File: src/rtl/uart_tx_pkg.sv
// uart_tx_pkg
// Shared definitions for the UART transmitter: the TX FSM state encoding,
// the 8N1 frame constants and the baud divisor helper.
`timescale 1ns/1ps
package uart_tx_pkg;

  typedef enum logic [2:0] {
    IDLE,
    WAIT,
    START,
    DATA,
    STOP
  } tx_state_e;

  localparam int DATA_BITS = 8;
  localparam int STOP_BITS = 1;
  localparam int IDX_W     = $clog2(DATA_BITS);

  // Rounded divisor: round(clk_hz / baud).
  function automatic int calc_div(input int clk_hz, input int baud);
    return (clk_hz + baud / 2) / baud;
  endfunction

endpackage

File: src/rtl/uart_tx_baud_gen.sv
// baud_gen
// Free-running bit-rate tick generator. The counter runs 0..DIV-1 and never
// resynchronises to frame start.
// Ports:
//   clk  - system clock
//   rst  - asynchronous active-high reset
//   bclk - one-clock-wide tick, period exactly DIV clocks
`timescale 1ns/1ps
module baud_gen
  import uart_tx_pkg::*;
#(
  parameter int CLK_HZ = 50_000_000,
  parameter int BAUD   = 115200
) (
  input  logic clk,
  input  logic rst,
  output logic bclk
);

  localparam int DIV   = calc_div(CLK_HZ, BAUD);
  localparam int CNT_W = $clog2(DIV);
  localparam logic [CNT_W-1:0] CNT_MAX = CNT_W'(DIV - 1);

  logic [CNT_W-1:0] cnt_q, cnt_d;
  logic             bclk_q, bclk_d;

  // The tick is registered off the terminal count, so it is high in the cycle
  // after the wrap; the first tick after reset lands exactly DIV clocks later.
  always_comb begin
    bclk_d = (cnt_q == CNT_MAX);
    cnt_d  = bclk_d ? '0 : cnt_q + 1'b1;
  end

  always_ff @(posedge clk or posedge rst) begin
    if (rst) begin
      cnt_q  <= '0;
      bclk_q <= 1'b0;
    end else begin
      cnt_q  <= cnt_d;
      bclk_q <= bclk_d;
    end
  end

  assign bclk = bclk_q;

endmodule

File: src/rtl/uart_tx.sv
// uart_tx
// 8N1 UART transmitter, LSB first, with an internal free-running baud tick.
// Ports:
//   clk     - system clock
//   rst     - asynchronous active-high reset
//   din     - byte to send, latched only at acceptance
//   din_rdy - level request to send din
//   txd     - serial line, idle high (registered)
//   tx_rdy  - high when idle and able to accept a byte (registered)
//
// state | meaning
// IDLE  | line high, tx_rdy high, accept byte when din_rdy
// WAIT  | byte latched, line high until next baud tick
// START | start bit (low) on the line
// DATA  | data bit bit_idx_q on the line
// STOP  | stop bit (high) on the line
`timescale 1ns/1ps
module uart_tx
  import uart_tx_pkg::*;
#(
  parameter int CLK_HZ = 50_000_000,
  parameter int BAUD   = 115200
) (
  input  logic                 clk,
  input  logic                 rst,
  input  logic [DATA_BITS-1:0] din,
  input  logic                 din_rdy,
  output logic                 txd,
  output logic                 tx_rdy
);

  localparam logic [IDX_W-1:0] LAST_DATA = IDX_W'(DATA_BITS - 1);
  localparam logic [IDX_W-1:0] LAST_STOP = IDX_W'(STOP_BITS - 1);

  logic                 bclk;
  tx_state_e            state_q;
  logic [DATA_BITS-1:0] shift_q;
  logic [IDX_W-1:0]     bit_idx_q;
  logic [IDX_W-1:0]     next_idx;
  logic                 txd_q;
  logic                 tx_rdy_q;

  baud_gen #(
    .CLK_HZ(CLK_HZ),
    .BAUD  (BAUD)
  ) u_baud (
    .clk (clk),
    .rst (rst),
    .bclk(bclk)
  );

  assign next_idx = bit_idx_q + 1'b1;

  // The latched byte is never shifted; the index selects the bit, so the
  // stored value stays intact for the whole frame.
  always_ff @(posedge clk or posedge rst) begin
    if (rst) begin
      state_q   <= IDLE;
      shift_q   <= '0;
      bit_idx_q <= '0;
      txd_q     <= 1'b1;
      tx_rdy_q  <= 1'b1;
    end else begin
      case (state_q)
        IDLE: begin
          txd_q    <= 1'b1;
          tx_rdy_q <= 1'b1;
          if (din_rdy) begin
            shift_q  <= din;
            tx_rdy_q <= 1'b0;
            state_q  <= WAIT;
          end
        end
        WAIT: begin
          if (bclk) begin
            txd_q   <= 1'b0;
            state_q <= START;
          end
        end
        START: begin
          if (bclk) begin
            txd_q     <= shift_q[0];
            bit_idx_q <= '0;
            state_q   <= DATA;
          end
        end
        DATA: begin
          if (bclk) begin
            if (bit_idx_q == LAST_DATA) begin
              txd_q     <= 1'b1;
              bit_idx_q <= '0;
              state_q   <= STOP;
            end else begin
              txd_q     <= shift_q[next_idx];
              bit_idx_q <= next_idx;
            end
          end
        end
        STOP: begin
          if (bclk) begin
            if (bit_idx_q == LAST_STOP) begin
              tx_rdy_q  <= 1'b1;
              bit_idx_q <= '0;
              state_q   <= IDLE;
            end else begin
              bit_idx_q <= next_idx;
            end
          end
        end
        default: state_q <= IDLE;
      endcase
    end
  end

  assign txd    = txd_q;
  assign tx_rdy = tx_rdy_q;

endmodule

File: config.mk
export PLATFORM = sky130hd
export DESIGN_NAME = uart_tx
export DESIGN_NICKNAME = d
export VERILOG_FILES = /design/src/rtl/uart_tx_pkg.sv /design/src/rtl/uart_tx_baud_gen.sv /design/src/rtl/uart_tx.sv
export SDC_FILE = /design/constraint.sdc
export NUM_CORES = 1
export LEC_CHECK = 0
export ABC_AREA = 1
export BUFFER_PORTS_ARGS = -buffer_cell sky130_fd_sc_hd__clkbuf_2
export CORE_ASPECT_RATIO = 0.6
export CORE_MARGIN = 5
export CORE_UTILIZATION = 45
export DETAILED_ROUTE_END_ITERATION = 12
export PLACE_DENSITY = 0.77
export REMOVE_ABC_BUFFERS = 1
export SLEW_MARGIN = 0
export SYNTH_ARGS = -nofsm -noshare
export SYNTH_HDL_FRONTEND = slang
export SYNTH_HIERARCHICAL = 1
export SYNTH_SLANG_ARGS = --single-unit
export TNS_END_PERCENT = 50
File: constraint.sdc
create_clock -name clk -period 1.47 [get_ports clk]
set_input_delay 0.0735 -clock clk [delete_from_list [all_inputs] [get_ports clk]]
set_output_delay 0.0735 -clock clk [all_outputs]
set_load 0.02 [all_outputs]
==> metrics.csv <==
stage,metric,value,unit
power_and_ir_drop,peakVddDrop,0.935,mV
synth,synth_sequential_area_ratio,0.469,
synth,netlist_top_cells_count,"sky130_fd_sc_hd__nand2_1 (55), sky130_fd_sc_hd__dfrtp_1 (24), sky130_fd_sc_hd__inv_1 (20), sky130_fd_sc_hd__nand3_1 (15), sky130_fd_sc_hd__nor2_1 (15)",
timing,achievable-frequency,697,MHz
synth,synth_largest_type_area_fraction,0.431,
floorplanning,pin_count,13,
floorplanning,design.core.area,0.00293,sq mm
placed_design,place_hpwl,2050,um
route,antenna_left,0,
timing,clock_skew,0.00208,ns
worst_setup_path,critical_path.max_fanout,3,
power_and_ir_drop,power_density,1380,mW/mm^2
placed_design,dp_cells,234,
worst_setup_path,timing.critical_path.cells,ha_2 -> ha_4 -> inv_2 -> nand3_1 -> nand3_1 -> nand3_1 -> nand2_1 -> a21oi_2,
synth,synth_area_leaders,"sky130_fd_sc_hd__dfrtp_1 (43%), sky130_fd_sc_hd__nand2_1 (15%), sky130_fd_sc_hd__inv_1 (5.4%)",
clocking,clock_path_buffers,2,
synth,number_of_synthesis_warnings,6,
worst_setup_path,worst_ep_arrival_time,1.64,ns
synth,netlist.top_cell.by_area,sky130_fd_sc_hd__dfrtp_1,
final_layout,finalInstanceArea,0.00171,sq mm
placed_design,place.gp.congestion,0.824,
final_layout,nNetsFinal,219,
floorplanning,die_h,53.1,um
clocking,tritoncts,done,
timing,final_hold_viol_count,0,
power_and_ir_drop,total_leakage_power,0.000862,uW
final_layout,multiInputGateArea,699,sq um
timing,unrepaired_setup_endpoints_after_global_routing,true,
synth,number_of_enable_type_register_cells_in_the_synthesized_netlist,0,
floorplanning,floorplan.die_area,0.00435,sq mm
timing,layout_worst_path_cycle_share,0.976,
synth,ys_ff_latch,26,
clocking,root_driver,sky130_fd_sc_hd__clkbuf_8,
route,drt_pass_1_iters,4,
final_layout,final_core_area_utilization,0.583,
worst_setup_path,critPathMaxStageDelay,0.40,ns
synth,postSynth.asyncResetShare,1.00,
route,drt_drc_violations_left,0,
timing,max-slew-margin-rel,0.597,
synth,cell_area_synth,0.00139,sq mm
final_layout,layoutNonFillerInstCount,244,
clocking,clock_latency,0.27,ns
final_layout,ff_latch_area,653,sq um
final_layout,post_route_cells_drive_above_1_share,0.257,
clocking,clk_transition_reported_paths,0.09,ns
placed_design,buffers_on_ports,12,
route,detail_route.wirelength,2780,um
worst_setup_path,critical_path.most_common_cell,sky130_fd_sc_hd__nand3_1,
global_routing,total_congestion_overflow_after_global_routing,0,
worst_setup_path,crit_path_end_kind,flop,
worst_setup_path,worst_setup_path_start_kind,flop,
timing,tightestPinTransition,0.603,ns
floorplanning,start_util,0.476,
synth,synth_cell_types,20,
worst_setup_path,timing.critical_path.slowest_stage_cell,sky130_fd_sc_hd__dfrtp_1,
synth,synth_flop_cell,sky130_fd_sc_hd__dfrtp_1,
global_routing,first_global_vias,1070,
global_routing,grt_max_degree,17,
global_routing,overall_track_demand_over_capacity_in_global_routing,0.150,
timing,timing.hold.ws,0.00795,ns
synth,post-synth-top-count-cell,sky130_fd_sc_hd__nand2_1,
route,drt_iter0_markers,47,
global_routing,initial_antenna_violation_count,0,
synth,avgSynthCellArea,7.87,sq um
timing,setup-violations-final,0,
clocking,htreeDepth,1,
final_layout,final.fill_count,283,
floorplanning,die_width,81.9,um
placed_design,placed_cell_area,0.00153,sq mm
synth,mapped_cells,177,
global_routing,grt_first_pass_wirelength,4860,um
hold_path,hold_path_class,in -> reg,
outcome,status,"complete, no violations",
route,wire_per_inst,11.4,um
worst_setup_path,critPathBufInv,1,
final_layout,num_antenna_cells,0,
route,vias_per_cell,4.69,
clocking,sink_count,26,
final_layout,area_overhead_vs_synth,22.4,%
clocking,cts-buffers-inserted,3,
timing,post-route-min-period,1.43,ns
flow_run,timing.max_cap.violations,0,
floorplanning,row_count,15,
worst_setup_path,crit_type,reg -> reg,
timing,slew_viol_final,0,
worst_setup_path,worst_path_dominant_cell_family,adder cells,
worst_setup_path,worstPathRequired,1.68,ns
route,routed-via-count,1144,
[cell families after synthesis]
family	synth area share
AOI/OAI and AO/OA	0.0610
DFF	0.469
buffers and inverters	0.0646
adders and majority gates	0.0449
xor gates and xnor gates	0.0189
and+or+nand+nor	0.342
[layout make-up]
cell class                      instances  share of cell area
Multi-Input combinational cell        127               0.410
Sequential cell                        26               0.383
Timing Repair Buffer                   21              0.0821
Inverter                               24              0.0528
Tap cell                               42              0.0308
Clock buffer                            3              0.0242
Clock inverter                          1              0.0176
[what timing repair did]
item	in CTS	in global routing
hold endpoints to repair	28	0
pin swaps	0	6
resized for setup	1	10
hold buffers	5	0
setup buffers	1	0
setup endpoints to repair	1	4
[stage by stage]
| stage | setup TNS [ns] | setup slack (ns) | total power [uW] |
|---|---|---|---|
| after floorplan | 0 | 0.0856 | 1560 |
| after global placement | 0 | 0.0801 | 1730 |
| after detailed placement | -0.000173 | -0.000173 | 1740 |
| after CTS | 0 | 0.0206 | 2350 |
| after global routing | -0.0507 | -0.0357 | 2530 |
| final | 0 | 0.0354 | 2360 |
[power breakdown]
| group | switching [uW] | total, uW | internal, uW |
|---|---|---|---|
| Clock | 223 | 588 | 364 |
| Combinational | 491 | 767 | 277 |
| Sequential | 120 | 1000 | 881 |
[sequential cells by signal (all words and copies together) (netlist names)]
signal / cells
u_baud/cnt_q: 9
shift_q: 8
u_baud/bclk: 1
state_q: 3
bit_idx_q: 3
tx_rdy: 1
txd: 1
[worst register-to-register path, cell delays in order (launching register included)]
cell                      delay [ns]
sky130_fd_sc_hd__dfrtp_1        0.40
sky130_fd_sc_hd__ha_2           0.21
sky130_fd_sc_hd__ha_4           0.28
sky130_fd_sc_hd__inv_2          0.05
sky130_fd_sc_hd__nand3_1        0.08
sky130_fd_sc_hd__nand3_1        0.07
sky130_fd_sc_hd__nand3_1        0.08
sky130_fd_sc_hd__nand2_1        0.07
sky130_fd_sc_hd__a21oi_2        0.14
[final timing paths]
check | startpoint | endpoint | slack [ns] | cells past startpoint
worst min register to register | shift_q[1] | shift_q[1] | 0.50 | 2
worst max-delay path | bit_idx_q[1] | txd | 0.04 | 8
max in group asynchronous | rst | bit_idx_q[2] | 0.67 | 3
min in group asynchronous | rst | u_baud/cnt_q[0] | 0.32 | 3
worst max register to register | bit_idx_q[1] | txd | 0.04 | 8
worst min-delay path | din[0] | shift_q[0] | 0.008 | 3
[layer usage]
metal	GRT usage	routed length, um	up-vias
li1	-	-	602
met1	0.216	1510	515
met2	0.223	1120	27
met3	0.0408	142	0
met4	0.0331	0	0
met5	0	0	-
[cells in the final DEF, fill, tap and decap left out, types with 3 or more instances in the layout]
cell                            instances
sky130_fd_sc_hd__nand2_1               53
sky130_fd_sc_hd__inv_2                  6
sky130_fd_sc_hd__nor2_4                 4
sky130_fd_sc_hd__dfrtp_1               24
sky130_fd_sc_hd__buf_4                  4
sky130_fd_sc_hd__clkbuf_2              12
sky130_fd_sc_hd__a21oi_1                6
sky130_fd_sc_hd__o21ai_0                4
sky130_fd_sc_hd__o21ai_1                3
sky130_fd_sc_hd__inv_1                 18
sky130_fd_sc_hd__clkbuf_8               3
sky130_fd_sc_hd__nand3_1               15
sky130_fd_sc_hd__nor2_1                15
sky130_fd_sc_hd__dlygate4sd3_1          5
sky130_fd_sc_hd__nand2_2                6
sky130_fd_sc_hd__nor2_2                 7
Note: power is estimated with default switching activity, not from simulation.
